`src/rtl/nonce_scanner_if.sv`:
```
// Byte-serial header load channel between a header source and the nonce scanner.
// The source drives valid/data; the scanner answers with ready.
interface nonce_scanner_if;
    logic       load_valid;
    logic [7:0] load_data;
    logic       load_ready;

    modport master (
        output load_valid,
        output load_data,
        input  load_ready
    );

    modport slave (
        input  load_valid,
        input  load_data,
        output load_ready
    );
endinterface

```
`src/rtl/nonce_scanner.sv`:
```
// Mining controller: assembles an 80-byte header, sweeps the little-endian nonce through a SHA core,
// and stops on a leading-zero hit, on nonce exhaustion or on abort. Define SCAN_LIMIT_EN for a nonce_end limit.
module nonce_scanner #(
    parameter int          KICK_LEN   = 1,
    parameter logic [31:0] NONCE_STEP = 32'd1
) (
    input  logic                clk,
    input  logic                rst_n,
    nonce_scanner_if.slave      ld,
    input  logic                start,
    input  logic                abort,
    input  logic [31:0]         nonce_start,
    input  logic [7:0]          zbits,
`ifdef SCAN_LIMIT_EN
    input  logic [31:0]         nonce_end,
`endif
    output logic [639:0]        block,
    output logic                sha_rst_n,
    input  logic [255:0]        hash_in,
    input  logic                hash_done,
    output logic                busy,
    output logic                found,
    output logic                exhausted,
    output logic [31:0]         nonce_out
);

    typedef enum logic [2:0] {
        IDLE,
        KICK,
        WAIT,
        CHECK,
        DONE
    } state_t;

    localparam logic [6:0] LAST_BYTE = 7'd75;
    localparam logic [3:0] KICK_LAST = 4'(KICK_LEN - 1);

    state_t         state_reg;
    logic [639:0]   block_reg;
    logic [6:0]     byte_cnt_reg;
    logic           hdr_loaded_reg;
    logic [3:0]     kick_cnt_reg;
    logic [7:0]     zbits_reg;
    logic           sha_rst_n_reg;
    logic           busy_reg;
    logic           found_reg;
    logic           exhausted_reg;
    logic           load_ready_reg;
    logic [31:0]    nonce_out_reg;
`ifdef SCAN_LIMIT_EN
    logic [31:0]    nonce_end_reg;
`endif

    logic           load_fire;
    logic [9:0]     byte_msb;
    logic [31:0]    nonce_le;
    logic [255:0]   hash_rev;
    logic [255:0]   zero_mask;
    logic           hit;
    logic [32:0]    nonce_sum;
    logic           last_nonce;

    assign load_fire = ld.load_valid && load_ready_reg;
    // Byte k of the header lands at the top of the block, MSB-first.
    assign byte_msb  = 10'd639 - {byte_cnt_reg, 3'b000};

    // Nonce is stored little-endian in the last header word.
    genvar gi;
    generate
        for (gi = 0; gi < 4; gi++) begin : g_nonce_le
            assign nonce_le[31-8*gi -: 8] = nonce_out_reg[8*gi +: 8];
        end
        for (gi = 0; gi < 32; gi++) begin : g_hash_rev
            assign hash_rev[255-8*gi -: 8] = hash_in[8*gi +: 8];
        end
    endgenerate

    // Top zbits of the byte-reversed digest must all be zero; zbits==0 yields an empty mask.
    assign zero_mask = ~({256{1'b1}} >> zbits_reg);
    assign hit       = ((hash_rev & zero_mask) == 256'd0);

    assign nonce_sum = {1'b0, nonce_out_reg} + {1'b0, NONCE_STEP};
`ifdef SCAN_LIMIT_EN
    assign last_nonce = nonce_sum[32] || (nonce_out_reg >= nonce_end_reg);
`else
    assign last_nonce = nonce_sum[32];
`endif

    always_ff @(posedge clk or negedge rst_n) begin
        if (!rst_n) begin
            state_reg      <= IDLE;
            block_reg      <= '0;
            byte_cnt_reg   <= '0;
            hdr_loaded_reg <= 1'b0;
            kick_cnt_reg   <= '0;
            zbits_reg      <= '0;
            sha_rst_n_reg  <= 1'b0;
            busy_reg       <= 1'b0;
            found_reg      <= 1'b0;
            exhausted_reg  <= 1'b0;
            load_ready_reg <= 1'b1;
            nonce_out_reg  <= '0;
`ifdef SCAN_LIMIT_EN
            nonce_end_reg  <= '0;
`endif
        end else begin
            if (load_fire) begin
                block_reg[byte_msb -: 8] <= ld.load_data;
                found_reg                <= 1'b0;
                exhausted_reg            <= 1'b0;
                if (byte_cnt_reg == LAST_BYTE) begin
                    byte_cnt_reg   <= '0;
                    hdr_loaded_reg <= 1'b1;
                end else begin
                    byte_cnt_reg <= byte_cnt_reg + 7'd1;
                end
            end

            if (abort && busy_reg) begin
                state_reg      <= IDLE;
                sha_rst_n_reg  <= 1'b0;
                busy_reg       <= 1'b0;
                load_ready_reg <= 1'b1;
            end else begin
                case (state_reg)
                    IDLE, DONE: begin
                        if (start && !abort && hdr_loaded_reg) begin
                            state_reg      <= KICK;
                            nonce_out_reg  <= nonce_start;
                            zbits_reg      <= zbits;
`ifdef SCAN_LIMIT_EN
                            nonce_end_reg  <= nonce_end;
`endif
                            found_reg      <= 1'b0;
                            exhausted_reg  <= 1'b0;
                            sha_rst_n_reg  <= 1'b0;
                            kick_cnt_reg   <= '0;
                            busy_reg       <= 1'b1;
                            load_ready_reg <= 1'b0;
                        end
                    end
                    KICK: begin
                        block_reg[31:0] <= nonce_le;
                        if (kick_cnt_reg == KICK_LAST) begin
                            sha_rst_n_reg <= 1'b1;
                            state_reg     <= WAIT;
                        end else begin
                            kick_cnt_reg <= kick_cnt_reg + 4'd1;
                        end
                    end
                    WAIT: begin
                        if (hash_done) begin
                            state_reg <= CHECK;
                        end
                    end
                    CHECK: begin
                        if (hit || last_nonce) begin
                            found_reg      <= hit;
                            exhausted_reg  <= !hit;
                            state_reg      <= DONE;
                            busy_reg       <= 1'b0;
                            load_ready_reg <= 1'b1;
                        end else begin
                            nonce_out_reg <= nonce_sum[31:0];
                            sha_rst_n_reg <= 1'b0;
                            kick_cnt_reg  <= '0;
                            state_reg     <= KICK;
                        end
                    end
                    default: begin
                        state_reg <= IDLE;
                    end
                endcase
            end
        end
    end

    assign ld.load_ready = load_ready_reg;
    assign block         = block_reg;
    assign sha_rst_n     = sha_rst_n_reg;
    assign busy          = busy_reg;
    assign found         = found_reg;
    assign exhausted     = exhausted_reg;
    assign nonce_out     = nonce_out_reg;

endmodule

```
`src/flat_wrapper.sv`:
```
// flat-port wrapper written by rule: the top's interface ports become plain ports
module nonce_scanner_flat 
#(
    parameter int          KICK_LEN   = 1,
    parameter logic [31:0] NONCE_STEP = 32'd1
)
  (clk, rst_n, start, abort, nonce_start, zbits, block, sha_rst_n, hash_in, hash_done, busy, found, exhausted, nonce_out, ld_load_valid, ld_load_data, ld_load_ready);
  nonce_scanner_if ld_i ();
  input  logic clk;
  input  logic rst_n;
  input  logic start;
  input  logic abort;
  input  logic [31:0] nonce_start;
  input  logic [7:0] zbits;
  output logic [639:0] block;
  output logic sha_rst_n;
  input  logic [255:0] hash_in;
  input  logic hash_done;
  output logic busy;
  output logic found;
  output logic exhausted;
  output logic [31:0] nonce_out;
  input wire logic [$bits(ld_i.load_valid)-1:0] ld_load_valid;
  input wire logic [$bits(ld_i.load_data)-1:0] ld_load_data;
  output wire logic [$bits(ld_i.load_ready)-1:0] ld_load_ready;
  assign ld_i.load_valid = ld_load_valid;
  assign ld_i.load_data = ld_load_data;
  assign ld_load_ready = ld_i.load_ready;
  nonce_scanner #(.KICK_LEN(KICK_LEN), .NONCE_STEP(NONCE_STEP)) u_core (.clk(clk), .rst_n(rst_n), .ld(ld_i), .start(start), .abort(abort), .nonce_start(nonce_start), .zbits(zbits), .block(block), .sha_rst_n(sha_rst_n), .hash_in(hash_in), .hash_done(hash_done), .busy(busy), .found(found), .exhausted(exhausted), .nonce_out(nonce_out));
endmodule
```
`config.mk`:
```
export PLATFORM = sky130hd
export DESIGN_NAME = nonce_scanner_flat
export DESIGN_NICKNAME = d
export VERILOG_FILES = /design/src/rtl/nonce_scanner_if.sv /design/src/rtl/nonce_scanner.sv /design/src/flat_wrapper.sv
export SDC_FILE = /design/constraint.sdc
export NUM_CORES = 1
export LEC_CHECK = 0
export BUFFER_PORTS_ARGS = -buffer_cell sky130_fd_sc_hd__buf_2
export CORE_AREA = 2 2 387 389
export DETAILED_ROUTE_END_ITERATION = 10
export DIE_AREA = 0 0 389 391
export MAX_ROUTING_LAYER = met4
export PLACE_DENSITY = 0.41
export SLEW_MARGIN = 10
export SYNTH_ARGS = -nofsm -noshare
export SYNTH_HDL_FRONTEND = slang
export SYNTH_SLANG_ARGS = --single-unit
```
`constraint.sdc`:
```
create_clock -name clk -period 10.09 [get_ports clk]
set_input_delay 1.009 -clock clk [delete_from_list [all_inputs] [get_ports clk]]
set_output_delay 1.009 -clock clk [all_outputs]
set_load 0.01 [all_outputs]
```
=== Yosys cells after proc, flatten, opt, wreduce, memory -nomap -nowiden ===
Cells that the tools add are included.
W data, S select, Z words.

* Register bits: 700
* Output and inout bits: 677

* Add/sub/neg operators: 5
* Eq/ne operators: 13
* Shift-type cells: 3
* Mux-type cells: 40
* Bitwise logic cells: 3
* Reduce and logical (&&, ||, !) cells: 22

{| class="wikitable"
|+ Operators with widths
! kind !! number
|-
| $shift A8 B12 Y647 const A || 1
|-
| $shiftx A8 B12 Y647 || 1
|-
| $bwmux W640 || 1
|-
| $and A256 B256 Y256 || 1
|-
| $logic_not A256 Y1 || 1
|-
| $not A256 Y256 || 1
|-
| $shr A256 B8 Y256 const A || 1
|-
| $mux W32 || 5
|-
| $pmux W32 S2 || 1
|-
| $add A32 B1 Y33 const B || 1
|-
| $mux W1 || 17
|-
| $mux W3 || 5
|-
| $mux W4 || 3
|-
| $neg A10 Y12 || 1
|-
| $pmux W3 S4 || 1
|-
| $pmux W4 S3 || 1
|-
| $sub A10 B10 Y10 const A || 1
|-
| $ne A3 B1 Y1 const B || 3
|-
| $reduce_and A3 Y1 || 3
|-
| $pmux W1 S2 || 4
|-
| $reduce_and A4 Y1 || 2
|-
| $add A7 B1 Y7 const B || 1
|-
| $eq A7 B7 Y1 const B || 1
|-
| $mux W7 || 1
|-
| 20 further kinds || 28
|}

=== Logic depth before layout (Yosys ltp) ===
Gate-level depths: netlist of run 1.

* Depth after elaboration: 8
* Mapped depth: 15
* Mapped depth without buffers: 9

=== Least setup slack after synthesis of run 1 ===
No wires, ideal clock.

* Path type: in2reg
* Start point: input port hash_in[153]
* End point: register u_core.nonce_out_reg[1], in the netlist u_core.nonce_out[1]
* Arrival: 3837 ps
* Data required time: 9965 ps
* Setup slack: 6128 ps
* Stages: 10
* Path through: or4_1 o41ai_1 o2111ai_1 or4_1 nor4_1 nand4b_1 a2111o_1 buf_2 a21oi_4 mux2_2

* Cells in the longest elaborated chain, start to end: 5

{| class="wikitable"
|+ Ends and longest elaborated chain
! element !! line !! source
|-
| start: declaration || flat_wrapper.sv:17 || <nowiki>input logic [255:0] hash_in;</nowiki>
|-
| $and A256 B256 Y256 || nonce_scanner.sv:80 || <nowiki>assign hit = ((hash_rev & zero_mask) == 256'd0);</nowiki>
|-
| $logic_not A256 Y1 || nonce_scanner.sv:80 ||
|-
| $logic_or A1 B1 Y1 || nonce_scanner.sv:157 || <nowiki>if (hit || last_nonce) begin</nowiki>
|-
| $ne A2 B2 Y1 (no source line) || -- ||
|-
| $reduce_and A4 Y1 (no source line) || -- ||
|-
| end signal: assignment || nonce_scanner.sv:129 || <nowiki>nonce_out_reg <= nonce_start;</nowiki>
|-
| end signal: assignment || nonce_scanner.sv:164 || <nowiki>nonce_out_reg <= nonce_sum[31:0];</nowiki>
|-
| end: declaration || nonce_scanner.sv:49 || <nowiki>logic [31:0] nonce_out_reg;</nowiki>
|}

No other way between the ends.
A chain may end at the register's enable or synchronous reset.

=== Worst setup path after layout of run 1 ===
* Start point: register u_core.zbits_reg[3]
* End point: register u_core.nonce_out_reg[1], in the netlist u_core.nonce_out[1]

* Cells in the longest elaborated chain, start to end: 7

{| class="wikitable"
|+ Ends and longest elaborated chain
! element !! line !! source
|-
| start: declaration || nonce_scanner.sv:43 || <nowiki>logic [7:0] zbits_reg;</nowiki>
|-
| start signal: assignment || nonce_scanner.sv:130 || <nowiki>zbits_reg <= zbits;</nowiki>
|-
| $shr A256 B8 Y256 || nonce_scanner.sv:79 || <nowiki>assign zero_mask = ~({256{1'b1}} >> zbits_reg);</nowiki>
|-
| $not A256 Y256 || nonce_scanner.sv:79 ||
|-
| $and A256 B256 Y256 || nonce_scanner.sv:80 ||
|-
| $logic_not A256 Y1 || nonce_scanner.sv:80 ||
|-
| $logic_or A1 B1 Y1 || nonce_scanner.sv:157 ||
|-
| $ne A2 B2 Y1 (no source line) || -- ||
|-
| $reduce_and A4 Y1 (no source line) || -- ||
|}

No other way between the ends.

==> results.cfg, run 1 <==
[sta]
worst_pin_slew_ps = 1180
skew_ps = 72.0
rsz0062_at_grt = false
hold_viol_final = 0
max_slew_margin = 0.213
setup_violations = 0
max_freq_mhz = 175
setup-tns-final_ps = 0
finalCritPeriodShare = 0.566
finalMaxSlewViolations = 0
min_period_ps = 5710

[synthesis]
postSynthAreaPerCell_um2 = 10.3
yosys_most_used_dff = dfrtp_1
synth_area_um2 = 32000
seq_area_frac_synth = 0.547
synth_top_area_share = 0.546
synth_most_common_cell = dfrtp_1
ys_ff_latch = 700
synthArstFlopShare = 1.00
synth_cell_types = 73
synth_largest_area_cell = dfrtp_1
syn_nets = 3432
ys_warn_count = 0
synthTopCellsByCount = dfrtp_1 (699), nand2_1 (508), o21ai_0 (377)
synthTopCellsByArea = dfrtp_1 (55%), mux2_2 (12%), nand2_1 (6.0%)
synthCells = 3110
synth_edf_count = 0

[floorplanning]
die_height_um = 391
start_util = 0.215
pin_count = 987
placementRows = 142
die_w_um = 389
dieArea_um2 = 152000
coreArea_um2 = 149000

[worst_setup_path]
r2r_slack_ps = 4380
cp-start-kind = flop
cp.arrival_ps = 6280
cp.required_ps = 10650
worst_r2r_startpoint = u_core.zbits_reg[3]
crit_type = reg -> reg
r2r_cells = 10
cp_max_fo = 61
endpoint = u_core.nonce_out[1]
critPathCaptureType = flop
critPathLaunch = u_core.zbits_reg[3]
rr_endpoint = u_core.nonce_out[1]

[detailed_routing]
drtIter0Drc = 2360
routed_via_density = 4.82
routed_wl_mm = 172
ant_nets = 0
drt_first_pass_iters = 8
routed-via-count = 29345
wl_per_cell_um = 28.3
drcViolationCount = 0

[grt]
first_global_vias = 29590
antenna_found_initial = 33
grt_pass1_wl_mm = 238
grt.overflow.total = 0
grt.total_usage = 0.226
grt_max_degree = 154

[power]
p_per_area_nw_per_um2 = 189
ir_drop_mv = 0.127
p_leak_uw = 0.0213

[layout]
largest_reg_flops = 640
fin_nets = 4366
fillers = 16079
area_growth_pct = 32.2
post-route-util = 0.285
drive_gt1_frac = 0.383

[job]
cap_viol_max_count = 0

[placed_design]
gp_congestion = 0.985
portBuffers = 985
place_hpwl_mm = 131

[clock_tree]
cts_resized = 0
cts.sinks = 700
cts_buffers = 86
post_cts_buffers = 0
clock_path_buffers = 3
tritoncts = yes
clk_latency_ps = 730
path_clk_slew_ps = 60
htreeDepth = 3
hold_buffers = 0
root_buffer = clkbuf_16

[hold_path]
hold_path.class = in -> async

[run_status]
outcome = finished clean
-- through the flow --
step / power, uW / instance area, um2 / std cells / hold WS, ps / worst slack (ps)
after floorplan: 3790 / 32000 / 3110 / 444 / 6130
after global placement: 4690 / 39100 / 5900 / 458 / 4420
after detailed placement: 4700 / 39100 / 5900 / 464 / 4390
after CTS: 8130 / 42200 / 6062 / 365 / 4520
after global routing: 8340 / 42300 / 6085 / 408 / 4340
final: 8000 / 42300 / 6089 / 381 / 4380
-- final cells by class --
cell class	count	area, um2	area share
antenna	27	67.6	0.00160
clock buffer	123	2540	0.0601
clock inverter	39	598	0.0141
inverter	20	75.1	0.00177
multi-input combinational	2203	13700	0.324
sequential	700	17500	0.414
tap	1944	2430	0.0575
timing repair buffer	1033	5340	0.126
-- where the power goes --
group	switching [uW]	leakage, uW	internal (uW)	total, uW
combinational	1140	0.0100	405	1540
sequential	102	0.00971	2970	3070
clock	1380	0.00154	2010	3390
-- how the worst min path moves through the flow --
stage / from / endpoint / slack (ps) / cells after the start
final: rst_n / u_core.block[76] / 380 / 1
after global routing: rst_n / u_core.block[462] / 410 / 1
after CTS: rst_n / u_core.block[328] / 360 / 1
after detailed placement: u_core.block[553] / u_core.block[553] / 460 / 2
after global placement: u_core.block[73] / u_core.block[73] / 460 / 2
after floorplan: u_core.hdr_loaded_reg / u_core.hdr_loaded_reg / 440 / 1
-- placed cells by master, fill, tap and decap left out, types with 20 or more instances in the layout --
| cell type | instances |
|---|---|
| dfrtp_1 | 694 |
| and3_1 | 51 |
| mux2_2 | 345 |
| buf_2 | 984 |
| clkbuf_16 | 86 |
| nor4_1 | 29 |
| diode_2 | 27 |
| nor3_1 | 30 |
| nand2_1 | 507 |
| inv_1 | 20 |
| nand4_1 | 43 |
| a21oi_1 | 79 |
| nor2_1 | 214 |
| a31oi_1 | 27 |
| mux2i_1 | 32 |
| clkbuf_8 | 25 |
| nand3_1 | 117 |
| o21ai_0 | 377 |
| buf_4 | 45 |
-- per-layer routing --
metal	up-vias	GRT usage	wire length [um]	share of wire
li1	13078	-	-	-
met1	14665	0.280	72500	0.42
met2	1281	0.347	78100	0.45
met3	321	0.0619	13600	0.079
met4	0	0.0938	7970	0.046
met5	-	-	0	0
-- logic make-up after synthesis --
| group | after synthesis | synth area share |
|---|---|---|
| and+or+nand+nor | 1098 | 0.154 |
| AOI/OAI and AO/OA | 714 | 0.137 |
| DFF | 700 | 0.547 |
| muxes | 377 | 0.131 |
| buffers and inverters | 207 | 0.0251 |
| adders and majority gates | 14 | 0.00532 |
-- critical path, cell delays in order (launching register included) --
cell and delay (ps):
dfrtp_2 510, buf_4 370, or4_1 890, a221oi_1 400, o211ai_1 130, o41ai_1 810, nand4b_1 370, a2111o_1 490
buf_4 270, a21oi_4 850, mux2_2 420
Power figures use the tool's default switching activity.
==> run 2, diff against run 1 <==
--- a/config.mk
+++ b/config.mk
@@ -10,7 +10,7 @@
 export DETAILED_ROUTE_END_ITERATION = 10
 export DIE_AREA = 0 0 389 391
 export MAX_ROUTING_LAYER = met4
-export PLACE_DENSITY = 0.41
+export PLACE_DENSITY = 0.43
 export SLEW_MARGIN = 10
 export SYNTH_ARGS = -nofsm -noshare
 export SYNTH_HDL_FRONTEND = slang
==> constraint.sdc (replaced) <==
create_clock -name clk -period 4.8 [get_ports clk]
set_input_delay 0.48 -clock clk [delete_from_list [all_inputs] [get_ports clk]]
set_output_delay 0.48 -clock clk [all_outputs]
set_load 0.01 [all_outputs]
==> run 2 against run 1 <==
  * First-iteration DRC count is 1.6% lower
  * Worst setup slack worse by 3900 ps
  * Largest cell class unchanged
  * Sequential share of layout area is 0.21 points lower
  * Hold slack worse by 310 ps
  * Critical path type unchanged
  * Clock-buffer cell count is 4 higher
==> results.cfg, run 2 (synthesis gave the netlist of run 1 again) <==
[hold_path]
hold_path.class = in -> reg
worstHoldEndpoint = u_core.zbits_reg[0]
whs_path_depth = 3
min_from = zbits[0]

[clock_tree]
clock_path_buffers = 3
tritoncts = yes
hold_buffers = 2
path_clk_slew_ps = 60
htreeDepth = 3
cts.sinks = 700
root_buffer = clkbuf_16
cts_buffers = 85
clk_latency_ps = 740
cts_resized = 0
post_cts_buffers = 0

[floorplanning]
pin_count = 987
start_util = 0.215
die_w_um = 389
placementRows = 142
die_height_um = 391
dieArea_um2 = 152000
coreArea_um2 = 149000

[power]
combPwrFrac = 0.199
internal-power_uw = 11000
p_sw_uw = 5410
p_clk_frac = 0.406
p_sw_frac = 0.330
ir_drop_mv = 0.253
p_per_area_nw_per_um2 = 385
p_seq_frac = 0.395
p_leak_uw = 0.0214

[sta]
min_period_ps = 4300
skew_ps = 65.3
max_freq_mhz = 233
worst_pin_slew_ps = 1190
setup_violations = 0
finalCritPeriodShare = 0.896
max_slew_margin = 0.205
rsz0062_at_grt = false
finalMaxSlewViolations = 0
setup-tns-final_ps = 0
hold_viol_final = 0

[layout]
post-route-util = 0.286
layout_common_cells = buf_2 (984), dfrtp_1 (695), nand2_1 (507), o21ai_0 (377), mux2_2 (345)
area_growth_pct = 32.8
drive_gt1_frac = 0.386
fin_nets = 4421
layout_commonest_cell = buf_2
largest_reg_flops = 640
fillers = 16005

[worst_setup_path]
cp.arrival_ps = 4900
crit_type = reg -> reg
rr_endpoint = u_core.nonce_out[8]
critPathCaptureType = flop
cp_max_fo = 20
worst_r2r_startpoint = u_core.zbits_reg[3]
cp-start-kind = flop
cp.required_ps = 5400
r2r_slack_ps = 500
r2r_cells = 12

[grt]
grt_max_degree = 108
antenna_found_initial = 27
first_global_vias = 29725
grt_pass1_wl_mm = 244
grt.total_usage = 0.233
grt.overflow.total = 0

[run_status]
outcome = finished clean

[detailed_routing]
wl_per_cell_um = 28.9
routed_via_density = 4.88
routed_wl_mm = 177
routed-via-count = 29907
drt_first_pass_iters = 5
ant_nets = 0
drtIter0Drc = 2323
drcViolationCount = 0

[placed_design]
gp_congestion = 1.03
portBuffers = 985
place_hpwl_mm = 139

[job]
cap_viol_max_count = 0
-- run 2: cell types whose count changed in the layout (fill, tap and decap cells not counted), moves of 2 or more --
cell and change:
buf_4 +49, clkbuf_1 +15, clkbuf_8 -10, diode_2 -10
clkinv_2 -8, buf_12 +5, bufinv_16 -4, clkinv_4 -4
inv_6 +3, clkinv_16 +2, dlygate4sd3_1 +2
-- run 2: metrics by stage --
| stage | hold slack [ps] | std cells | worst slack (ps) | area [um2] | total power, uW |
|---|---|---|---|---|---|
| final | 74.9 | 6126 | 501 | 42500 | 16400 |
| after global routing | 25.7 | 6122 | 272 | 42500 | 17100 |
| after CTS | 8.26 | 6109 | 521 | 42500 | 16600 |
| after detailed placement | 465 | 5954 | 400 | 39600 | 9880 |
| after global placement | 456 | 5954 | 444 | 39600 | 9870 |
| after floorplan | 184 | 3110 | 1370 | 32000 | 7960 |
-- run 2: final cells by class --
cell class	count	area, um2	share of cell area
clock buffers	127	2430	0.0573
clock inverters	26	449	0.0106
multi-input cells	2203	13700	0.323
inverters	20	75.1	0.00177
diodes	17	42.5	0.00100
repair buffers	1089	5830	0.137
flip-flops and latches	700	17500	0.412
well taps	1944	2430	0.0572
-- run 2: worst max path at each step --
stage                                    from                    to  slack (ps)  cells after the start
after global routing      u_core.zbits_reg[3]  u_core.nonce_out[18]         270                     12
final                     u_core.zbits_reg[3]   u_core.nonce_out[8]         500                     12
after detailed placement         hash_in[153]  u_core.nonce_out[15]         400                     12
after CTS                 u_core.zbits_reg[3]   u_core.nonce_out[8]         520                     12
after global placement           hash_in[153]   u_core.nonce_out[8]         440                     12
after floorplan                  hash_in[153]   u_core.nonce_out[1]        1370                     10
-- run 2: worst max-delay path: stages (launching register included) --
cell	delay, ps
dfrtp_2	490
buf_4	240
or4_1	610
buf_4	240
o21ai_0	170
o2111ai_1	150
or4_1	500
nor4_1	240
nand4b_1	290
a2111o_1	600
a21oi_4	260
buf_4	240
a2bb2oi_1	190
-- run 2: routing by layer --
layer | share of wire | global-route usage | vias up | routed length, um
met5 | 0 | - | - | 0
li1 | - | - | 13219 | -
met3 | 0.082 | 0.0630 | 281 | 14500
met2 | 0.45 | 0.358 | 1327 | 80300
met1 | 0.43 | 0.292 | 15080 | 75400
met4 | 0.040 | 0.0867 | 0 | 7040
-- run 2: power groups by stage --
stage          clock (uW)  combinational (uW)  sequential [uW]
5_1_grt              7090                3500             6510
2_1_floorplan           0                1280             6680
4_1_cts              6840                3320             6470
3_3_place_gp            0                3310             6570
6_report             6640                3270             6470
3_5_place_dp            0                3310             6570
